File: config.mk
export PLATFORM = sky130hd
export DESIGN_NAME = alu_ctrl_pipe_flat
export DESIGN_NICKNAME = d
export VERILOG_FILES = /design/src/rtl/alu_ctrl_if.sv /design/src/rtl/alu_ctrl_pipe.sv /design/src/flat_wrapper.sv
export SDC_FILE = /design/constraint.sdc
export NUM_CORES = 1
export LEC_CHECK = 0
export ABC_AREA = 1
export CORE_MARGIN = 10
export CORE_UTILIZATION = 40
export DETAILED_ROUTE_END_ITERATION = 12
export DONT_BUFFER_PORTS = 1
export HOLD_SLACK_MARGIN = 0.05
export MAX_ROUTING_LAYER = met4
export SYNTH_ARGS = -nofsm -noshare
export SYNTH_HDL_FRONTEND = slang
export SYNTH_SLANG_ARGS = --single-unit
File: constraint.sdc
create_clock -name clk -period 1.73 [get_ports clk]
set_input_delay 0.346 -clock clk [delete_from_list [all_inputs] [get_ports clk]]
set_output_delay 0.346 -clock clk [all_outputs]
set_load 0.1 [all_outputs]
File: src/rtl/alu_ctrl_if.sv
// Decoder-to-execute handshake bundle for the ALU control unit.
// The slave side is the ALU control block; the master side drives decode ops and consumes selects.
interface alu_ctrl_if #(
    parameter int OP_W    = 3,
    parameter int FUNCT_W = 4,
    parameter int SEL_W   = 4,
    parameter int ERR_W   = 8
);
    logic               in_valid;
    logic               in_ready;
    logic [OP_W-1:0]    alu_op;
    logic [FUNCT_W-1:0] funct;
    logic               flush;
    logic               out_valid;
    logic               out_ready;
    logic [SEL_W-1:0]   alu_sel;
    logic               multi_cycle;
    logic               illegal;
    logic               busy;
    logic [ERR_W-1:0]   err_count;

    modport master (
        output in_valid, alu_op, funct, flush, out_ready,
        input  in_ready, out_valid, alu_sel, multi_cycle, illegal, busy, err_count
    );

    modport slave (
        input  in_valid, alu_op, funct, flush, out_ready,
        output in_ready, out_valid, alu_sel, multi_cycle, illegal, busy, err_count
    );
endinterface

File: src/rtl/alu_ctrl_pipe.sv
// Registered ALU control unit: decodes alu_op/funct into an ALU select, holds it in a
// one-entry valid/ready stage, stalls intake while a MUL runs and counts illegal encodings.
module alu_ctrl_pipe #(
    parameter int OP_W       = 3,
    parameter int FUNCT_W    = 4,
    parameter int SEL_W      = 4,
    parameter int MUL_CYCLES = 4,
    parameter int ERR_W      = 8
) (
    input logic       clk,
    input logic       rst,
    alu_ctrl_if.slave bus
);
    localparam int CNT_W = $clog2(MUL_CYCLES);

    typedef enum logic [1:0] {
        IDLE    = 2'b00,
        HOLD    = 2'b01,
        MC_WAIT = 2'b10
    } state_t;

    state_t             state_q, state_d;
    logic [SEL_W-1:0]   alu_sel_q, alu_sel_d;
    logic               multi_cycle_q, multi_cycle_d;
    logic               illegal_q, illegal_d;
    logic               out_valid_q, out_valid_d;
    logic               busy_q, busy_d;
    logic [CNT_W-1:0]   cnt_q, cnt_d;
    logic [ERR_W-1:0]   err_count_q, err_count_d;
    logic               in_ready_s, accept_s;
    logic               op_hi_bad_s, fn_hi_bad_s, hi_bad_s;
    logic [5:0]         dec_s;

    // Result packed as {illegal, multi_cycle, sel[3:0]}; any nonzero upper field bit forces illegal.
    function automatic logic [5:0] decode_op(input logic [2:0] op, input logic [3:0] fn,
                                             input logic hi_bad);
        logic [5:0] r;
        r = {2'b00, 4'b0000};
        case (op)
            3'b000: r = {2'b00, 4'b0000};
            3'b001: r = {2'b00, 4'b0001};
            3'b010: begin
                case (fn)
                    4'b0000, 4'b0001, 4'b0010, 4'b0011,
                    4'b0100, 4'b0101, 4'b0110, 4'b0111,
                    4'b1001: r = {2'b00, fn};
                    4'b1000: r = {2'b01, 4'b1000};
                    default: r = {2'b10, 4'b1111};
                endcase
            end
            3'b011: r = {2'b00, 4'b0010};
            3'b100: r = {2'b00, 4'b0011};
            3'b101: r = {2'b00, 4'b1001};
            3'b110: r = {2'b00, 4'b1010};
            default: r = {2'b10, 4'b1111};
        endcase
        return hi_bad ? {2'b10, 4'b1111} : r;
    endfunction

    generate
        if (OP_W > 3) begin : g_op_hi
            assign op_hi_bad_s = |bus.alu_op[OP_W-1:3];
        end else begin : g_op_nohi
            assign op_hi_bad_s = 1'b0;
        end
        if (FUNCT_W > 4) begin : g_fn_hi
            assign fn_hi_bad_s = |bus.funct[FUNCT_W-1:4];
        end else begin : g_fn_nohi
            assign fn_hi_bad_s = 1'b0;
        end
    endgenerate

    // Decode of the offered op; funct upper bits only matter for R-type.
    always_comb begin
        hi_bad_s = op_hi_bad_s | (fn_hi_bad_s & (bus.alu_op[2:0] == 3'b010));
        dec_s    = decode_op(bus.alu_op[2:0], bus.funct[3:0], hi_bad_s);
    end

    // Next-state, intake handshake and held-op update.
    always_comb begin
        state_d       = state_q;
        alu_sel_d     = alu_sel_q;
        multi_cycle_d = multi_cycle_q;
        illegal_d     = illegal_q;
        cnt_d         = cnt_q;
        err_count_d   = err_count_q;
        in_ready_s    = 1'b0;

        case (state_q)
            IDLE: begin
                in_ready_s = ~bus.flush;
            end
            HOLD: begin
                // flush wins over out_ready, so a flushed MUL never launches
                if (bus.flush) begin
                    state_d = IDLE;
                end else if (bus.out_ready) begin
                    if (multi_cycle_q) begin
                        state_d = MC_WAIT;
                        cnt_d   = CNT_W'(MUL_CYCLES - 1);
                    end else begin
                        state_d    = IDLE;
                        in_ready_s = 1'b1;
                    end
                end else begin
                    state_d = HOLD;
                end
            end
            MC_WAIT: begin
                cnt_d = cnt_q - CNT_W'(1);
                if (cnt_q == CNT_W'(1)) begin
                    state_d = IDLE;
                end else begin
                    state_d = MC_WAIT;
                end
            end
            default: begin
                state_d = IDLE;
            end
        endcase

        accept_s = bus.in_valid & in_ready_s;
        if (accept_s) begin
            state_d       = HOLD;
            alu_sel_d     = dec_s[5] ? {SEL_W{1'b1}} : SEL_W'(dec_s[3:0]);
            multi_cycle_d = dec_s[4];
            illegal_d     = dec_s[5];
            if (dec_s[5] && (err_count_q != {ERR_W{1'b1}})) begin
                err_count_d = err_count_q + ERR_W'(1);
            end else begin
                err_count_d = err_count_q;
            end
        end else begin
            alu_sel_d = alu_sel_d;
        end

        out_valid_d = (state_d == HOLD);
        busy_d      = (state_d == MC_WAIT);
    end

    // State and output registers.
    always_ff @(posedge clk) begin
        if (rst) begin
            state_q       <= IDLE;
            alu_sel_q     <= {SEL_W{1'b0}};
            multi_cycle_q <= 1'b0;
            illegal_q     <= 1'b0;
            out_valid_q   <= 1'b0;
            busy_q        <= 1'b0;
            cnt_q         <= {CNT_W{1'b0}};
            err_count_q   <= {ERR_W{1'b0}};
        end else begin
            state_q       <= state_d;
            alu_sel_q     <= alu_sel_d;
            multi_cycle_q <= multi_cycle_d;
            illegal_q     <= illegal_d;
            out_valid_q   <= out_valid_d;
            busy_q        <= busy_d;
            cnt_q         <= cnt_d;
            err_count_q   <= err_count_d;
        end
    end

    assign bus.in_ready    = in_ready_s;
    assign bus.out_valid   = out_valid_q;
    assign bus.alu_sel     = alu_sel_q;
    assign bus.multi_cycle = multi_cycle_q;
    assign bus.illegal     = illegal_q;
    assign bus.busy        = busy_q;
    assign bus.err_count   = err_count_q;
endmodule
File: src/flat_wrapper.sv
// flat-port wrapper written by rule: the top's interface ports become plain ports
module alu_ctrl_pipe_flat 
#(
    parameter int OP_W       = 3,
    parameter int FUNCT_W    = 4,
    parameter int SEL_W      = 4,
    parameter int MUL_CYCLES = 4,
    parameter int ERR_W      = 8
)
  (clk, rst, bus_in_valid, bus_alu_op, bus_funct, bus_flush, bus_out_ready, bus_in_ready, bus_out_valid, bus_alu_sel, bus_multi_cycle, bus_illegal, bus_busy, bus_err_count);
  alu_ctrl_if #(.OP_W(OP_W), .FUNCT_W(FUNCT_W), .SEL_W(SEL_W), .ERR_W(ERR_W)) bus_i ();
  input logic clk;
  input logic rst;
  input wire logic [$bits(bus_i.in_valid)-1:0] bus_in_valid;
  input wire logic [$bits(bus_i.alu_op)-1:0] bus_alu_op;
  input wire logic [$bits(bus_i.funct)-1:0] bus_funct;
  input wire logic [$bits(bus_i.flush)-1:0] bus_flush;
  input wire logic [$bits(bus_i.out_ready)-1:0] bus_out_ready;
  output wire logic [$bits(bus_i.in_ready)-1:0] bus_in_ready;
  output wire logic [$bits(bus_i.out_valid)-1:0] bus_out_valid;
  output wire logic [$bits(bus_i.alu_sel)-1:0] bus_alu_sel;
  output wire logic [$bits(bus_i.multi_cycle)-1:0] bus_multi_cycle;
  output wire logic [$bits(bus_i.illegal)-1:0] bus_illegal;
  output wire logic [$bits(bus_i.busy)-1:0] bus_busy;
  output wire logic [$bits(bus_i.err_count)-1:0] bus_err_count;
  assign bus_i.in_valid = bus_in_valid;
  assign bus_i.alu_op = bus_alu_op;
  assign bus_i.funct = bus_funct;
  assign bus_i.flush = bus_flush;
  assign bus_i.out_ready = bus_out_ready;
  assign bus_in_ready = bus_i.in_ready;
  assign bus_out_valid = bus_i.out_valid;
  assign bus_alu_sel = bus_i.alu_sel;
  assign bus_multi_cycle = bus_i.multi_cycle;
  assign bus_illegal = bus_i.illegal;
  assign bus_busy = bus_i.busy;
  assign bus_err_count = bus_i.err_count;
  alu_ctrl_pipe #(.OP_W(OP_W), .FUNCT_W(FUNCT_W), .SEL_W(SEL_W), .MUL_CYCLES(MUL_CYCLES), .ERR_W(ERR_W)) u_core (.clk(clk), .rst(rst), .bus(bus_i));
endmodule
==> impl_metrics.py <==
metrics = {
    "timing": {
        "rsz0062_at_grt": "false",
        "finalCriticalPeriod_ns": 1.62,
        "setup_viol": 0,
        "finClkSkew_ns": 0.00882,
        "report.final.slew_viol_count": 0,
        "hold_viol": 0,
        "period_share_pct": 93.6,
        "fmax_mhz": 618,
        "timing_worst_slew_pin_value_ns": 0.491,
        "relSlewSlack_pct": 67.2,
        "worst_slack_ns": 0.111,
    },
    "power": {
        "combPwrFrac_pct": 18.8,
        "power_mw": 0.989,
        "powerDensity_nw_per_um2": 744,
        "p_sw_share_pct": 30.4,
        "ir_drop_v": 0.000538,
        "p_sw_mw": 0.300,
        "seqPwrFrac_pct": 48.3,
        "p_leak_nw": 0.598,
        "p_clk_share_pct": 32.9,
        "p_int_mw": 0.689,
    },
    "global_route": {
        "grt_pass1_vias": 984,
        "gr-total-overflow": 0,
        "grt_max_degree": 14,
        "antenna_found_initial": 0,
        "globalRouteTotalUtil_pct": 10.5,
        "grt_pass1_wl_um": 4510,
    },
    "drt": {
        "viasPerCell": 5.04,
        "dr.pass1.iters": 4,
        "drcViolationCount": 0,
        "ant_nets": 0,
        "avgRoutedWirePerCell_um": 12.5,
        "vias": 1028,
        "routed_wl_um": 2550,
        "drt_iter0_markers": 33,
    },
    "synth": {
        "synthFlopType": "dfxtp_1",
        "ys_top_cells_by_count": "nand2_1 (33), dfxtp_1 (20), nor2_1 (19)",
        "yosysTopAreaCellShare_pct": 36.9,
        "yosysTopAreaCell": "dfxtp_1",
        "ys_top_cells_by_area": "dfxtp_1 (37%), nand2_1 (11%), nor2_1 (6.6%)",
        "synth_most_common_cell": "nand2_1",
        "synth.distinct_cells": 29,
        "syn_nets": 168,
        "ys_warn_count": 0,
        "yosys_register_bits": 20,
        "seq_area_frac_synth_pct": 36.9,
        "synthCells": 154,
        "async_flop_share_pct": 0,
        "synth-edff-count": 0,
        "avgSynthCellArea_um2": 7.05,
        "synth_area_um2": 1090,
    },
    "critical_path": {
        "path_cells": "inv_2 -> a21oi_2 -> nor2_4 -> buf_4",
        "r2r_setup_slack_ns": 0.29,
        "crit_fanout": 2,
        "critical_path_class": "flop to output pin",
        "critical_path.max_stage_delay_ns": 0.37,
        "cpMaxStageDelayCell": "dfxtp_4",
        "start_kind": "flop",
        "endpoint_kind": "output pin",
        "required_ns": 1.38,
        "cp-startpoint": "u_core.bus.multi_cycle",
        "reg2reg_depth": 7,
        "timing.rr.end": "u_core.bus.err_count[0]",
        "critical_path_arrival_ns": 1.27,
        "reg2reg_from": "u_core.state_q[1]",
    },
    "clocking": {
        "cts-root-buf": "clkbuf_4",
        "cts_hold_buffers": 0,
        "cts_num_sinks": 20,
        "insertion_delay_ns": 0.31,
        "cts_max_level": 1,
        "path_clk_slew_ns": 0.12,
        "numCtsBuffers": 3,
        "cts_tree": "built",
        "clk_path_buf_depth": 2,
    },
    "finish": {
        "drive_gt1_share_pct": 28.7,
        "area_growth_pct": 22.3,
        "multi_input_area_um2": 604,
        "antenna_cells": 0,
        "layout.cells.non_filler": 204,
        "layout.nets": 189,
        "fillers": 263,
        "regArea_um2": 418,
    },
    "placed_design": {
        "gp_congestion": 0.845,
        "hpwlAfterDp_um": 1980,
        "dp.cells": 200,
        "post-place-ws_ns": 0.288,
        "portBuffers": 0,
    },
    "floorplan": {
        "rows": 18,
        "initial_core_util_pct": 42.7,
        "dieArea_um2": 5200,
        "core-area_um2": 2540,
        "die_w_um": 72.1,
        "dieHeight_um": 72.1,
        "ioPinCount": 29,
    },
    "job": {
        "maxCapViolCount": 0,
    },
    "hold_path": {
        "hold_class": "input pin to flop",
        "hold_start": "rst",
        "holdPathEnd": "u_core.bus.err_count[6]",
        "holdPathStages": 1,
    },
    "run_status": {
        "status": "complete, no violations",
    },
}
[area by class of cell]
type                            instances  share of cell area (%)
Inverter                               23                    6.50
Clock buffer                            4                    3.58
Multi-Input combinational cell        109                    45.5
Sequential cell                        20                    31.5
Tap cell                               30                    2.82
Timing Repair Buffer                   18                    10.2
[timing repair]
action,4_1_cts,5_1_grt
setup endpoints to repair,1,0
buffers inserted,0,0
endpoints found under the hold margin,0,0
resized for setup,1,0
[power groups by stage]
stage | clock network [mW] | registers (mW) | logic (mW)
6_report | 0.326 | 0.477 | 0.186
3_3_place_gp | 0 | 0.487 | 0.185
2_1_floorplan | 0 | 0.567 | 0.0757
5_1_grt | 0.356 | 0.479 | 0.201
3_5_place_dp | 0 | 0.488 | 0.187
4_1_cts | 0.344 | 0.477 | 0.188
[layer usage]
layer  up-vias  part of all wire [%]  track usage [%]  routed length (um)
met5         -                     0                -                   0
met4         0                  0.75             1.51                  19
met3         2                   8.8             5.44                 223
met2        21                    47             17.5                1200
met1       462                    43             11.2                1100
li1        543                     -                -                   -
[stage by stage]
step                      setup TNS [ns]  utilization, %  hold WS [ns]  area, um^2
after CTS                              0            52.2        0.0585        1330
final                                  0            52.2        0.0785        1330
after global placement                 0            50.2         0.412        1280
after global routing                   0            52.2        0.0548        1330
after floorplan                  -0.0132               -         0.408        1110
after detailed placement               0            50.2         0.413        1280
[worst max-delay path: cells and delay by family (launching register included)]
kind	cells	cell delay (ns)
buffers and inverters	2	0.28
flip-flops	1	0.37
AO/OA/AOI/OAI	1	0.25
AND/OR/NAND/NOR	1	0.07
[worst max-delay path by stage]
stage | end
final | bus_in_ready
after CTS | bus_in_ready
after floorplan | u_core.bus.alu_sel[2]
after global routing | bus_in_ready
after global placement | u_core.bus.err_count[0]
after detailed placement | u_core.bus.err_count[0]
[state kept, by name, indices dropped and copies added (netlist names)]
name                    cells
u_core.bus.alu_sel          4
u_core.bus.busy             1
u_core.bus.err_count        8
u_core.bus.illegal          1
u_core.bus.multi_cycle      1
u_core.bus.out_valid        1
u_core.cnt_q                2
u_core.state_q              2
[layout by cell type (no fill, tap or decap), types with 3 or more instances in the layout]
cell type / instances
dfxtp_2: 5
o21ai_1: 3
nand3_1: 4
inv_2: 7
nand2_2: 4
inv_1: 15
a21oi_1: 13
nor2_2: 3
o211ai_1: 4
o21ai_0: 3
nand4_1: 6
nor2_1: 18
clkbuf_4: 3
buf_4: 18
dfxtp_4: 3
dfxtp_1: 12
nand2_1: 32
[cell families (layout without fill, tap and decap cells)]
logic type               count (synthesis)  count (layout)  synth area share, %
XOR/XNOR                                 3               3                 2.42
buffers and inverters                   25              45                 8.75
flip-flops                              20              20                 36.9
AO/OA/AOI/OAI                           27              27                 13.9
AND/OR/NAND/NOR                         77              77                 35.7
adder cells (fa/ha/maj)                  2               2                 2.30
No activity file was read; power rests on OpenSTA's default activity.
